`config.mk`:
```
export PLATFORM = sky130hd
export DESIGN_NAME = ddr2_cmd_monitor_flat
export DESIGN_NICKNAME = d
export VERILOG_FILES = /design/src/rtl/ddr2_cmd_monitor_if.sv /design/src/rtl/ddr2_cmd_monitor.sv /design/src/flat_wrapper.sv
export SDC_FILE = /design/constraint.sdc
export NUM_CORES = 1
export LEC_CHECK = 0
export ABC_AREA = 1
export CAP_MARGIN = 15
export CORE_AREA = 2 2 61 74
export CTS_CLUSTER_SIZE = 28
export DETAILED_ROUTE_END_ITERATION = 10
export DIE_AREA = 0 0 63 76
export MAX_ROUTING_LAYER = met4
export PLACE_DENSITY = 0.82
export RECOVER_POWER = 25
export SLEW_MARGIN = 25
export SYNTH_ARGS = -nofsm -noshare
export SYNTH_HDL_FRONTEND = slang
export SYNTH_SLANG_ARGS = --single-unit
```
`constraint.sdc`:
```
create_clock -name clk0 -period 2.72 [get_ports clk0]
set_input_delay 0.272 -clock clk0 [delete_from_list [all_inputs] [get_ports clk0]]
set_output_delay 0.272 -clock clk0 [all_outputs]
set_load 0.02 [all_outputs]
```
`src/rtl/ddr2_cmd_monitor_if.sv`:
```
// Observed DDR2 command/address bus plus the monitor's decoded results.
// master: the side driving the pads; slave: the passive monitor.
interface ddr2_cmd_monitor_if #(
  parameter int ROW_W = 14,
  parameter int BA_W  = 3,
  parameter int CS_W  = 1
);
  localparam int NBANK = 2 ** BA_W;

  logic [ROW_W-1:0] ddr_address;
  logic [BA_W-1:0]  ddr_ba;
  logic             ddr_ras_l;
  logic             ddr_cas_l;
  logic             ddr_we_l;
  logic [CS_W-1:0]  ddr_cs_l;
  logic             ddr_cke;
  logic             err_clr;

  logic             cmd_valid;
  logic [2:0]       cmd_code;
  logic [BA_W-1:0]  cmd_bank;
  logic [ROW_W-1:0] cmd_addr;
  logic [NBANK-1:0] bank_open;
  logic [5:0]       err_pulse;
  logic [5:0]       err_status;

  modport master (
    output ddr_address, ddr_ba, ddr_ras_l, ddr_cas_l, ddr_we_l, ddr_cs_l, ddr_cke, err_clr,
    input  cmd_valid, cmd_code, cmd_bank, cmd_addr, bank_open, err_pulse, err_status
  );

  modport slave (
    input  ddr_address, ddr_ba, ddr_ras_l, ddr_cas_l, ddr_we_l, ddr_cs_l, ddr_cke, err_clr,
    output cmd_valid, cmd_code, cmd_bank, cmd_addr, bank_open, err_pulse, err_status
  );
endinterface

```
`src/rtl/ddr2_cmd_monitor.sv`:
```
// Passive DDR2 command decoder with per-bank open/row tracking and protocol error flags.
// Define DDR2_CMD_MON_TIMING_CHK_EN to build the tRCD/tRP checks (err bits 3 and 4).
module ddr2_cmd_monitor #(
  parameter int ROW_W = 14,
  parameter int BA_W  = 3,
  parameter int CS_W  = 1,
  parameter int TRCD  = 4,
  parameter int TRP   = 4
) (
  input  logic            clk0,
  input  logic            rst0,
  ddr2_cmd_monitor_if.slave bus
);
  localparam int NBANK = 2 ** BA_W;

  localparam logic [2:0] CMD_NOP  = 3'd0;
  localparam logic [2:0] CMD_ACT  = 3'd1;
  localparam logic [2:0] CMD_RD   = 3'd2;
  localparam logic [2:0] CMD_WR   = 3'd3;
  localparam logic [2:0] CMD_PRE  = 3'd4;
  localparam logic [2:0] CMD_PREA = 3'd5;
  localparam logic [2:0] CMD_REF  = 3'd6;
  localparam logic [2:0] CMD_MRS  = 3'd7;

  logic             w_active;
  logic [2:0]       w_code;
  logic             w_illegal;
  logic             w_act;
  logic             w_rdwr;
  logic             w_pre;
  logic             w_prea;
  logic             w_refmrs;
  logic [NBANK-1:0] w_open;
  logic [NBANK-1:0] w_trcd_busy;
  logic [NBANK-1:0] w_trp_busy;
  logic [5:0]       w_err;

  logic             r_cmd_valid;
  logic [2:0]       r_cmd_code;
  logic [BA_W-1:0]  r_cmd_bank;
  logic [ROW_W-1:0] r_cmd_addr;
  logic [5:0]       r_err_pulse;
  logic [5:0]       r_err_status;

  assign w_active = bus.ddr_cke & ~bus.ddr_cs_l[0];

  always_comb begin
    w_code    = CMD_NOP;
    w_illegal = 1'b0;
    if (w_active) begin
      case ({bus.ddr_ras_l, bus.ddr_cas_l, bus.ddr_we_l})
        3'b000:  w_code = CMD_MRS;
        3'b001:  w_code = CMD_REF;
        3'b010:  w_code = bus.ddr_address[10] ? CMD_PREA : CMD_PRE;
        3'b011:  w_code = CMD_ACT;
        3'b100:  w_code = CMD_WR;
        3'b101:  w_code = CMD_RD;
        3'b110:  w_illegal = 1'b1;
        default: w_code = CMD_NOP;
      endcase
    end
  end

  assign w_act    = (w_code == CMD_ACT);
  assign w_rdwr   = (w_code == CMD_RD) || (w_code == CMD_WR);
  assign w_pre    = (w_code == CMD_PRE);
  assign w_prea   = (w_code == CMD_PREA);
  assign w_refmrs = (w_code == CMD_REF) || (w_code == CMD_MRS);

  genvar gi;
  generate
    for (gi = 0; gi < NBANK; gi++) begin : g_bank
      logic             w_hit;
      logic             r_open;
      logic [ROW_W-1:0] r_row;

      assign w_hit = (bus.ddr_ba == BA_W'(gi));

      // An ACT to an already-open bank simply reopens it with the new row.
      always_ff @(posedge clk0 or posedge rst0) begin
        if (rst0) begin
          r_open <= 1'b0;
          r_row  <= '0;
        end else if (w_act && w_hit) begin
          r_open <= 1'b1;
          r_row  <= bus.ddr_address;
        end else if ((w_pre && w_hit) || w_prea) begin
          r_open <= 1'b0;
        end
      end

      assign w_open[gi] = r_open;

`ifdef DDR2_CMD_MON_TIMING_CHK_EN
      localparam int TMAX  = (TRCD > TRP) ? TRCD : TRP;
      localparam int CNT_W = (TMAX > 1) ? $clog2(TMAX) : 1;

      logic [CNT_W-1:0] r_trcd_cnt;
      logic [CNT_W-1:0] r_trp_cnt;

      // Counters hold cycles still to wait; zero means the next command is legal.
      always_ff @(posedge clk0 or posedge rst0) begin
        if (rst0) begin
          r_trcd_cnt <= '0;
          r_trp_cnt  <= '0;
        end else begin
          if (w_act && w_hit)
            r_trcd_cnt <= CNT_W'(TRCD - 1);
          else if (r_trcd_cnt != '0)
            r_trcd_cnt <= r_trcd_cnt - CNT_W'(1);

          if ((w_pre && w_hit) || w_prea)
            r_trp_cnt <= CNT_W'(TRP - 1);
          else if (r_trp_cnt != '0)
            r_trp_cnt <= r_trp_cnt - CNT_W'(1);
        end
      end

      assign w_trcd_busy[gi] = (r_trcd_cnt != '0);
      assign w_trp_busy[gi]  = (r_trp_cnt != '0);
`else
      assign w_trcd_busy[gi] = 1'b0;
      assign w_trp_busy[gi]  = 1'b0;
`endif
    end
  endgenerate

  // A RD/WR to a closed bank reports only the closed-bank error, never tRCD.
  assign w_err[0] = w_act & w_open[bus.ddr_ba];
  assign w_err[1] = w_rdwr & ~w_open[bus.ddr_ba];
  assign w_err[2] = w_refmrs & (|w_open);
  assign w_err[3] = w_rdwr & w_open[bus.ddr_ba] & w_trcd_busy[bus.ddr_ba];
  assign w_err[4] = w_act & w_trp_busy[bus.ddr_ba];
  assign w_err[5] = w_illegal;

  always_ff @(posedge clk0 or posedge rst0) begin
    if (rst0) begin
      r_cmd_valid  <= 1'b0;
      r_cmd_code   <= CMD_NOP;
      r_cmd_bank   <= '0;
      r_cmd_addr   <= '0;
      r_err_pulse  <= '0;
      r_err_status <= '0;
    end else begin
      r_cmd_valid <= (w_code != CMD_NOP);
      r_cmd_code  <= w_code;
      if (w_code != CMD_NOP) begin
        r_cmd_bank <= bus.ddr_ba;
        r_cmd_addr <= bus.ddr_address;
      end
      r_err_pulse  <= w_err;
      // A fresh error in the clearing cycle survives the clear.
      r_err_status <= (bus.err_clr ? 6'd0 : r_err_status) | w_err;
    end
  end

  assign bus.cmd_valid  = r_cmd_valid;
  assign bus.cmd_code   = r_cmd_code;
  assign bus.cmd_bank   = r_cmd_bank;
  assign bus.cmd_addr   = r_cmd_addr;
  assign bus.bank_open  = w_open;
  assign bus.err_pulse  = r_err_pulse;
  assign bus.err_status = r_err_status;

endmodule

```
`src/flat_wrapper.sv`:
```
// flat-port wrapper written by rule: the top's interface ports become plain ports
module ddr2_cmd_monitor_flat 
#(
  parameter int ROW_W = 14,
  parameter int BA_W  = 3,
  parameter int CS_W  = 1,
  parameter int TRCD  = 4,
  parameter int TRP   = 4
)
  (clk0, rst0, bus_ddr_address, bus_ddr_ba, bus_ddr_ras_l, bus_ddr_cas_l, bus_ddr_we_l, bus_ddr_cs_l, bus_ddr_cke, bus_err_clr, bus_cmd_valid, bus_cmd_code, bus_cmd_bank, bus_cmd_addr, bus_bank_open, bus_err_pulse, bus_err_status);
  ddr2_cmd_monitor_if #(.ROW_W(ROW_W), .BA_W(BA_W), .CS_W(CS_W)) bus_i ();
  input  logic clk0;
  input  logic rst0;
  input wire logic [$bits(bus_i.ddr_address)-1:0] bus_ddr_address;
  input wire logic [$bits(bus_i.ddr_ba)-1:0] bus_ddr_ba;
  input wire logic [$bits(bus_i.ddr_ras_l)-1:0] bus_ddr_ras_l;
  input wire logic [$bits(bus_i.ddr_cas_l)-1:0] bus_ddr_cas_l;
  input wire logic [$bits(bus_i.ddr_we_l)-1:0] bus_ddr_we_l;
  input wire logic [$bits(bus_i.ddr_cs_l)-1:0] bus_ddr_cs_l;
  input wire logic [$bits(bus_i.ddr_cke)-1:0] bus_ddr_cke;
  input wire logic [$bits(bus_i.err_clr)-1:0] bus_err_clr;
  output wire logic [$bits(bus_i.cmd_valid)-1:0] bus_cmd_valid;
  output wire logic [$bits(bus_i.cmd_code)-1:0] bus_cmd_code;
  output wire logic [$bits(bus_i.cmd_bank)-1:0] bus_cmd_bank;
  output wire logic [$bits(bus_i.cmd_addr)-1:0] bus_cmd_addr;
  output wire logic [$bits(bus_i.bank_open)-1:0] bus_bank_open;
  output wire logic [$bits(bus_i.err_pulse)-1:0] bus_err_pulse;
  output wire logic [$bits(bus_i.err_status)-1:0] bus_err_status;
  assign bus_i.ddr_address = bus_ddr_address;
  assign bus_i.ddr_ba = bus_ddr_ba;
  assign bus_i.ddr_ras_l = bus_ddr_ras_l;
  assign bus_i.ddr_cas_l = bus_ddr_cas_l;
  assign bus_i.ddr_we_l = bus_ddr_we_l;
  assign bus_i.ddr_cs_l = bus_ddr_cs_l;
  assign bus_i.ddr_cke = bus_ddr_cke;
  assign bus_i.err_clr = bus_err_clr;
  assign bus_cmd_valid = bus_i.cmd_valid;
  assign bus_cmd_code = bus_i.cmd_code;
  assign bus_cmd_bank = bus_i.cmd_bank;
  assign bus_cmd_addr = bus_i.cmd_addr;
  assign bus_bank_open = bus_i.bank_open;
  assign bus_err_pulse = bus_i.err_pulse;
  assign bus_err_status = bus_i.err_status;
  ddr2_cmd_monitor #(.ROW_W(ROW_W), .BA_W(BA_W), .CS_W(CS_W), .TRCD(TRCD), .TRP(TRP)) u_core (.clk0(clk0), .rst0(rst0), .bus(bus_i));
endmodule
```
==> results_dict.tcl, run 1 <==
set metrics [dict create \
    critPathLaunchType "input port" \
    boundaryPins 66 \
    antenna_cells 0 \
    critPathMaxFanout 35 \
    cts_post_setup_buffers_inserted 0 \
    antenna_left 0 \
    dp.final_hpwl_mm 2.91 \
    post_drt_wl_per_cell_um 11.4 \
    drc 0 \
    syn_inst 236 \
    grt_max_degree 38 \
    p_per_area_mw_per_mm2 573 \
    post_drt_via_cell_ratio 4.56 \
    antenna_found_initial 0 \
    fp-row-count 26 \
    setup_tns_ns 0 \
    status "completed" \
    crit_arrival_ns 1.84 \
    layout-drive-gt1-share 0.120 \
    clk_path_buf_depth 2 \
    final.period_utilization 0.617 \
    core_region_area_sq_mm 0.00413 \
    cts_tree "built" \
    initialDrtViolationCount 91 \
    syn-cell-area_sq_mm 0.00191 \
    hold_path.class "reg -> reg" \
    cts-root-buf "clkbuf_8" \
    period_needed_ns 1.68 \
    clock_latency_ns 0.28 \
    yosys_register_bits 37 \
    timing_hold_violations_final 0 \
    irDropWorstVdd_mv 0.302 \
    h-tree-depth 2 \
    numCtsBuffers 5 \
    netlist-cell-type-count 20 \
    cts.sinks 37 \
    grt_pass1_vias 1521 \
    ctsResizeCount 0 \
    dr.pass1.iters 4 \
    max_freq_mhz 595 \
    io_buffers 61 \
    ctsHoldBuffers 0 \
    p_leak_nw 1.34 \
    die_area_sq_mm 0.00479 \
    initial_utilization 0.463 \
    synthToLayoutAreaGrowth_pct 34.2 \
    grt_use_total 0.185 \
    synth_area_per_cell_sq_um 8.11 \
    timing.hold.ws_ns 0.493 \
    final_cells 348 \
    die_y_um 76 \
    max_cap_violations 0 \
    gp_congestion 0.809 \
    grt_overflow 0 \
    finClkSkew_ns 0.00214 \
    place_inst 341 \
    cts.reportedPaths.clkPinSlew_ns 0.07 \
    crit_required_ns 2.88 \
    crit_type "in -> reg" \
    wirelength_mm 3.95 \
    setup_viol 0 \
    slew_viol_final 0 \
    ys_seq_area_frac 0.484 \
    cp-end-kind "register" \
    vias 1587 \
    grt_pass1_wl_mm 6.68 \
    rsz0062_at_grt "false" \
    nNetsFinal 317 \
    ys.warnings.count 0 \
    die_x_um 63 \
]
## area by class of cell
class	instances	area (sq um)
Tap cell	56	70.1
Clock buffer	6	82.6
Timing Repair Buffer	63	626
Multi-Input combinational cell	144	703
Sequential cell	37	926
Clock inverter	1	7.51
Inverter	41	154
Fill cell	372	1560
## cell usage after synthesis
| master | n | area, sq um |
|---|---|---|
| nor2_1 | 15 | 56.3 |
| buf_12 | 1 | 20.0 |
| buf_2 | 2 | 10.0 |
| nand3_4 | 1 | 17.5 |
| conb_1 | 1 | 3.75 |
| nand2_4 | 1 | 11.3 |
| nand2_2 | 1 | 6.26 |
| buf_6 | 2 | 22.5 |
| dfrtp_1 | 37 | 926 |
| nor2_4 | 2 | 22.5 |
| nand2_1 | 86 | 323 |
| inv_1 | 38 | 143 |
| nor2_2 | 1 | 6.26 |
| o21ai_2 | 17 | 149 |
| inv_2 | 3 | 11.3 |
| o31ai_1 | 2 | 15.0 |
| nor3_1 | 1 | 5.00 |
| buf_4 | 12 | 90.1 |
| nand3_1 | 4 | 20.0 |
| nand4_1 | 9 | 56.3 |
## report_power, final
group          internal (W)  switching, W  leakage [nW]
combinational      0.000201      0.000235         0.811
clock              0.000200      0.000185        0.0433
sequential         0.000614     0.0000368         0.483
total               0.00102      0.000457          1.34
## worst max-delay path, cell delays in order
cell and delay [ns]:
clkdlybuf4s50_1 0.56, inv_2 0.07, nand2_1 0.07, nor2_2 0.05, nand2_4 0.14, nand3_4 0.39
nand2_1 0.21, o21ai_2 0.07
## sequential cells by signal, indices dropped and copies added (netlist names)
signal,count
u_core.bus.cmd_bank,3
u_core.g_bank.r_open,8
u_core.bus.cmd_valid,1
u_core.bus.cmd_addr,14
u_core.bus.err_pulse,4
u_core.bus.err_status,4
u_core.bus.cmd_code,3
## per-layer routing
layer	global-route usage	up-vias	wire (um)
li1	-	810	-
met3	0.0458	7	205
met2	0.302	43	2010
met1	0.208	727	1650
met4	0.0978	0	93
met5	-	-	0
## cells by family after synthesis
kind of cell           synth area share
and+or+nand+nor                   0.274
DFF                               0.484
other                           0.00196
buffers and inverters             0.155
AOI/OAI and AO/OA                0.0856
## final timing paths
check                                              start                        to  slack (ns)  cells past startpoint
min in group asynchronous                           rst0   u_core.bus.err_pulse[1]        0.52                      3
worst max register to register   u_core.g_bank[3].r_open  u_core.bus.err_status[2]        1.69                      4
max in group asynchronous                           rst0   u_core.g_bank[5].r_open        1.87                      3
worst min register to register  u_core.bus.err_status[1]  u_core.bus.err_status[1]        0.49                      2
worst min-delay path            u_core.bus.err_status[1]  u_core.bus.err_status[1]        0.49                      2
worst max-delay path                       bus_ddr_ras_l   u_core.bus.cmd_addr[10]        1.04                      8
## per-stage QoR
step                instance area (sq um)  setup WS (ns)  power (W)  utilization
floorplan                            1930           1.59   0.000927            -
global placement                     2480          0.800    0.00109        0.600
detailed placement                   2480          0.756    0.00110        0.600
CTS                                  2570           1.04    0.00149        0.622
global route                         2570          0.906    0.00156        0.622
finish                               2570           1.04    0.00147        0.622
## layout by cell type, fill, tap and decap left out, drive strengths merged
master	synthesis	layout
nand2	88	88
clkdlybuf4s50	0	60
inv	41	41
dfrtp	37	37
nor2	18	18
o21ai	17	17
nand4	9	9
clkbuf	0	6
nand3	5	5
conb	1	4
o31ai	2	2
buf	17	2
nor3	1	1
clkinvlp	0	1
dlygate4sd3	0	1
Power figures use the tool's default switching activity.
==> run 2: changes to the inputs <==
--- a/config.mk
+++ b/config.mk
@@ -7,12 +7,12 @@
 export LEC_CHECK = 0
 export ABC_AREA = 1
 export CAP_MARGIN = 15
-export CORE_AREA = 2 2 61 74
+export CORE_AREA = 2 2 66 80
 export CTS_CLUSTER_SIZE = 28
 export DETAILED_ROUTE_END_ITERATION = 10
-export DIE_AREA = 0 0 63 76
+export DIE_AREA = 0 0 68 82
 export MAX_ROUTING_LAYER = met4
-export PLACE_DENSITY = 0.82
+export PLACE_DENSITY = 0.74
 export RECOVER_POWER = 25
 export SLEW_MARGIN = 25
 export SYNTH_ARGS = -nofsm -noshare
==> constraint.sdc (replaced) <==
create_clock -name clk0 -period 1.45 [get_ports clk0]
set_input_delay 0.145 -clock clk0 [delete_from_list [all_inputs] [get_ports clk0]]
set_output_delay 0.145 -clock clk0 [all_outputs]
set_load 0.02 [all_outputs]
==> run 2 against run 1 <==
Net effect:
- die area up 16%
- largest power group unchanged
- critical endpoint is now bus_cmd_addr[9]
- flip-flop and latch count unchanged
- power up 100%
==> results_dict.tcl, run 2 (synthesis results as in run 1) <==
set metrics [dict create \
    status "completed" \
    final_cells 366 \
    core_region_area_sq_mm 0.00483 \
    max_cap_violations 0 \
    die_y_um 82 \
    initial_utilization 0.396 \
    p_total_w 0.00298 \
    antenna_found_initial 0 \
    n_fill_cell 460 \
    multi_input_area_sq_um 703 \
    gp_congestion 0.853 \
    r2r_end "u_core.bus.err_status[1]" \
    wirelength_mm 4.12 \
    cp_num_buf_inv 1 \
    dr.pass1.iters 4 \
    worstPathCellList "clkdlybuf4s50_1" \
    grt_pass1_vias 1552 \
    cts.reportedPaths.clkPinSlew_ns 0.08 \
    finClkSkew_ns 0.00811 \
    rsz0062_at_grt "false" \
    die_x_um 68 \
    vias 1650 \
    cts-root-buf "clkbuf_8" \
    place_inst 358 \
    clk_path_buf_depth 2 \
    post_drt_via_cell_ratio 4.51 \
    critPathLaunchType "register" \
    slowest_stage "clkdlybuf4s50_1" \
    cts_post_setup_buffers_inserted 0 \
    mostFrequentLayoutCells "nand2_1 (86), clkdlybuf4s50_1 (47), inv_1 (38)" \
    cts.sinks 37 \
    fp-row-count 28 \
    ff2ff_path_depth 7 \
    max_freq_mhz 712 \
    grt_use_total 0.167 \
    r2r_setup_slack_ns 0.43 \
    final_util 0.561 \
    design_area_sq_mm 0.00271 \
    slew_viol_final 0 \
    antenna_left 0 \
    boundaryPins 66 \
    dpl_cell_area_sq_mm 0.00261 \
    cts_tree "built" \
    grt_pass1_wl_mm 6.87 \
    timing_hold_violations_final 0 \
    crit_type "reg -> out" \
    initialDrtViolationCount 99 \
    clock_latency_ns 0.29 \
    cp_top_family "buffers and inverters" \
    dp.final_hpwl_mm 3.15 \
    largest_register_ffs 14 \
    relSlewSlack 0.651 \
    crit_required_ns 1.31 \
    post_drt_wl_per_cell_um 11.3 \
    register_area_sq_um 926 \
    synthToLayoutAreaGrowth_pct 41.8 \
    crit_path_max_incr_delay_ns 0.61 \
    critPathMaxFanout 2 \
    final_common_cell "nand2_1" \
    period_needed_ns 1.40 \
    crit_arrival_ns 1.26 \
    worst_pin_slew_ns 0.524 \
    cp-end-kind "primary output" \
    h-tree-depth 2 \
    antenna_cells 0 \
    grt_max_degree 26 \
    hold_path.class "in -> async" \
    p_per_area_mw_per_mm2 1100 \
    drc 0 \
    r2r-start "u_core.g_bank[6].r_open" \
    irDropWorstVdd_mv 0.399 \
    grt_overflow 0 \
    layout-drive-gt1-share 0.160 \
    p_leak_nw 1.52 \
    startpoint "u_core.bus.cmd_addr[9]" \
    numCtsBuffers 5 \
    die_area_sq_mm 0.00558 \
    final.period_utilization 0.969 \
    setup_viol 0 \
    nNetsFinal 330 \
    io_buffers 61 \
]
-- run 2: cell types whose count changed in the layout (fill, tap and decap cells not counted), sizes merged --
cell	previous run	this run
buf	2	14
bufinv	0	1
clkbuf	6	7
clkdlybuf4s50	60	47
dlygate4sd2	0	8
dlymetal6s2s	0	5
-- run 2: final cells by class --
cell class	instances	share of cell area
clock buffers	6	0.0304
clock inverters	2	0.0138
inverters	41	0.0567
multi-input cells	144	0.259
flip-flops and latches	37	0.341
well taps	60	0.0277
repair buffers	76	0.271
-- run 2: metrics by stage --
step	TNS (ns)	worst slack, ns	hold WS (ns)
floorplan	0	0.447	0.218
global placement	-0.392	-0.0236	0.426
detailed placement	-1.36	-0.0682	0.431
CTS	0	0.0227	0.104
global route	0	0.00286	0.244
finish	0	0.0457	0.221
-- run 2: worst max-delay path by stage --
stage	end	cells after the start
after floorplan	u_core.bus.cmd_addr[13]	7
after global placement	u_core.bus.cmd_addr[12]	8
after detailed placement	u_core.bus.cmd_bank[1]	8
after CTS	bus_cmd_addr[9]	1
after global routing	bus_cmd_addr[13]	1
final	bus_cmd_addr[9]	1
-- run 2: report_power, final --
part           internal [W]  switching (W)  total, W
logic              0.000386       0.000445  0.000830
clock network      0.000559       0.000371  0.000930
registers           0.00115      0.0000709   0.00122
total               0.00210       0.000886   0.00298
-- run 2: what timing repair did --
| action | in CTS | in global routing |
|---|---|---|
| pin swaps | 0 | 0 |
| endpoints found under the setup margin | 8 | 5 |
| hold endpoints to repair | 0 | 0 |
| hold buffers | 0 | 0 |
| gates resized for setup | 8 | 5 |
-- run 2: routing by layer --
metal / part of all wire / track usage
met4: 0.013 / 0.0540
met3: 0.072 / 0.0425
met5: 0 / -
met2: 0.51 / 0.281
met1: 0.40 / 0.192
==> run 3: changes to the inputs <==
--- a/config.mk
+++ b/config.mk
@@ -11,6 +11,7 @@
 export CTS_CLUSTER_SIZE = 28
 export DETAILED_ROUTE_END_ITERATION = 10
 export DIE_AREA = 0 0 68 82
+export GPL_TIMING_DRIVEN = 0
 export MAX_ROUTING_LAYER = met4
 export PLACE_DENSITY = 0.74
 export RECOVER_POWER = 25
==> run 3 against run 2 <==
Net effect:
- clock-buffer cell count decreased by 1
- highest routed layer unchanged
- maximum frequency about the same
- critical path depth is the same
- combinational power is 4.3% higher
==> results_dict.tcl, run 3 (synthesis results as in run 1) <==
set metrics [dict create \
    boundaryPins 66 \
    clockPowerShare 0.338 \
    crit_required_ns 1.31 \
    final_util 0.573 \
    crit_path_max_incr_delay_ns 0.61 \
    cp_top_family "buffers and inverters" \
    mostFrequentLayoutCells "nand2_1 (86), clkdlybuf4s50_1 (47), inv_1 (38)" \
    die_x_um 68 \
    worstPathCellList "clkdlybuf4s50_1" \
    slew_viol_final 0 \
    rsz0062_at_grt "false" \
    antenna_left 0 \
    multi_input_area_sq_um 708 \
    p_leak_nw 1.53 \
    wirelength_mm 4.23 \
    crit_type "reg -> out" \
    timing.hold.ws_ns 0.189 \
    place_inst 360 \
    io_buffers 60 \
    ctsResizeCount 8 \
    die_area_sq_mm 0.00558 \
    final_common_cell "nand2_1" \
    dpl_cell_area_sq_mm 0.00263 \
    irDropWorstVdd_mv 0.551 \
    fp-row-count 28 \
    post_drt_via_cell_ratio 4.50 \
    period_needed_ns 1.40 \
    grt_pass1_wl_mm 6.93 \
    worst_pin_slew_ns 0.698 \
    final.period_utilization 0.968 \
    clk_path_buf_depth 2 \
    clock_latency_ns 0.29 \
    power.internal_w 0.00225 \
    p_per_area_mw_per_mm2 1140 \
    relSlewSlack 0.534 \
    largest_register_ffs 14 \
    antenna_found_initial 0 \
    p_sw_w 0.000900 \
    crit_arrival_ns 1.26 \
    grt_use_total 0.170 \
    setup_viol 0 \
    numCtsBuffers 5 \
    cts_post_setup_buffers_inserted 0 \
    cts_tree "built" \
    final_cells 368 \
    finClkSkew_ns 0.00842 \
    gp_congestion 0.868 \
    core_region_area_sq_mm 0.00483 \
    critPathMaxFanout 2 \
    dr.pass1.iters 4 \
    register_area_sq_um 926 \
    cp_num_buf_inv 1 \
    max_freq_mhz 712 \
    switching_share 0.285 \
    initialDrtViolationCount 107 \
    vias 1656 \
    grt_max_degree 23 \
    synthToLayoutAreaGrowth_pct 44.8 \
    slowest_stage "clkdlybuf4s50_1" \
    status "completed" \
    layout-drive-gt1-share 0.172 \
    post_drt_wl_per_cell_um 11.5 \
    place_ws_ns -0.259 \
    n_fill_cell 456 \
    h-tree-depth 2 \
    grt_overflow 0 \
    design_area_sq_mm 0.00277 \
    cts.reportedPaths.clkPinSlew_ns 0.08 \
    dp.final_hpwl_mm 3.26 \
    seq_power_share 0.387 \
    cts-root-buf "clkbuf_8" \
    setup_ws_ns 0.0459 \
    max_cap_violations 0 \
    grt_pass1_vias 1609 \
    cts.sinks 37 \
    timing_hold_violations_final 0 \
    cp-end-kind "primary output" \
    antenna_cells 0 \
    critPathLaunchType "register" \
    die_y_um 82 \
    nNetsFinal 332 \
    hold_path.class "in -> reg" \
    drc 0 \
    initial_utilization 0.396 \
    ctsHoldBuffers 0 \
    combPwrFrac 0.275 \
]
-- run 3: per-layer routing --
metal,global-route usage,vias up,share of wire
met5,-,-,0
met4,0.0600,0,0.0038
met3,0.0452,2,0.060
met2,0.296,52,0.52
met1,0.183,761,0.41
li1,-,841,-
-- run 3: area by class of cell --
type,count,share of cell area
plain buffers,17,0.0515
repair buffers,61,0.227
clock buffers,5,0.0248
multi-input cells,144,0.256
inverters,41,0.0555
clock inverters,3,0.0248
well taps,60,0.0271
flip-flops and latches,37,0.334
-- run 3: worst paths after layout --
check | to | slack (ns) | from | cells past startpoint
hold reg to reg | u_core.bus.err_status[5] | 0.48 | u_core.bus.err_status[5] | 2
setup reg to reg | u_core.bus.err_status[0] | 0.44 | u_core.g_bank[6].r_open | 6
min in group asynchronous | u_core.bus.err_status[0] | 0.40 | rst0 | 2
hold / removal | u_core.bus.cmd_bank[0] | 0.19 | bus_ddr_ba[0] | 3
max in group asynchronous | u_core.bus.cmd_addr[3] | 0.51 | rst0 | 3
setup / recovery | bus_err_status[0] | 0.05 | u_core.bus.err_status[0] | 1
-- run 3: power by group through the flow --
stage	Combinational [W]	Sequential (W)	Clock (W)
2_1_floorplan	0.000373	0.00137	0
3_3_place_gp	0.000868	0.00124	0
3_5_place_dp	0.000893	0.00125	0
4_1_cts	0.000882	0.00122	0.00110
5_1_grt	0.000948	0.00124	0.00114
6_report	0.000866	0.00122	0.00107
-- run 3: metrics by stage --
stage                     power [W]  setup TNS (ns)
after floorplan             0.00174               0
after global placement      0.00211          -18.78
after detailed placement    0.00214           -6.08
after CTS                   0.00320               0
after global routing        0.00332               0
final                       0.00315               0
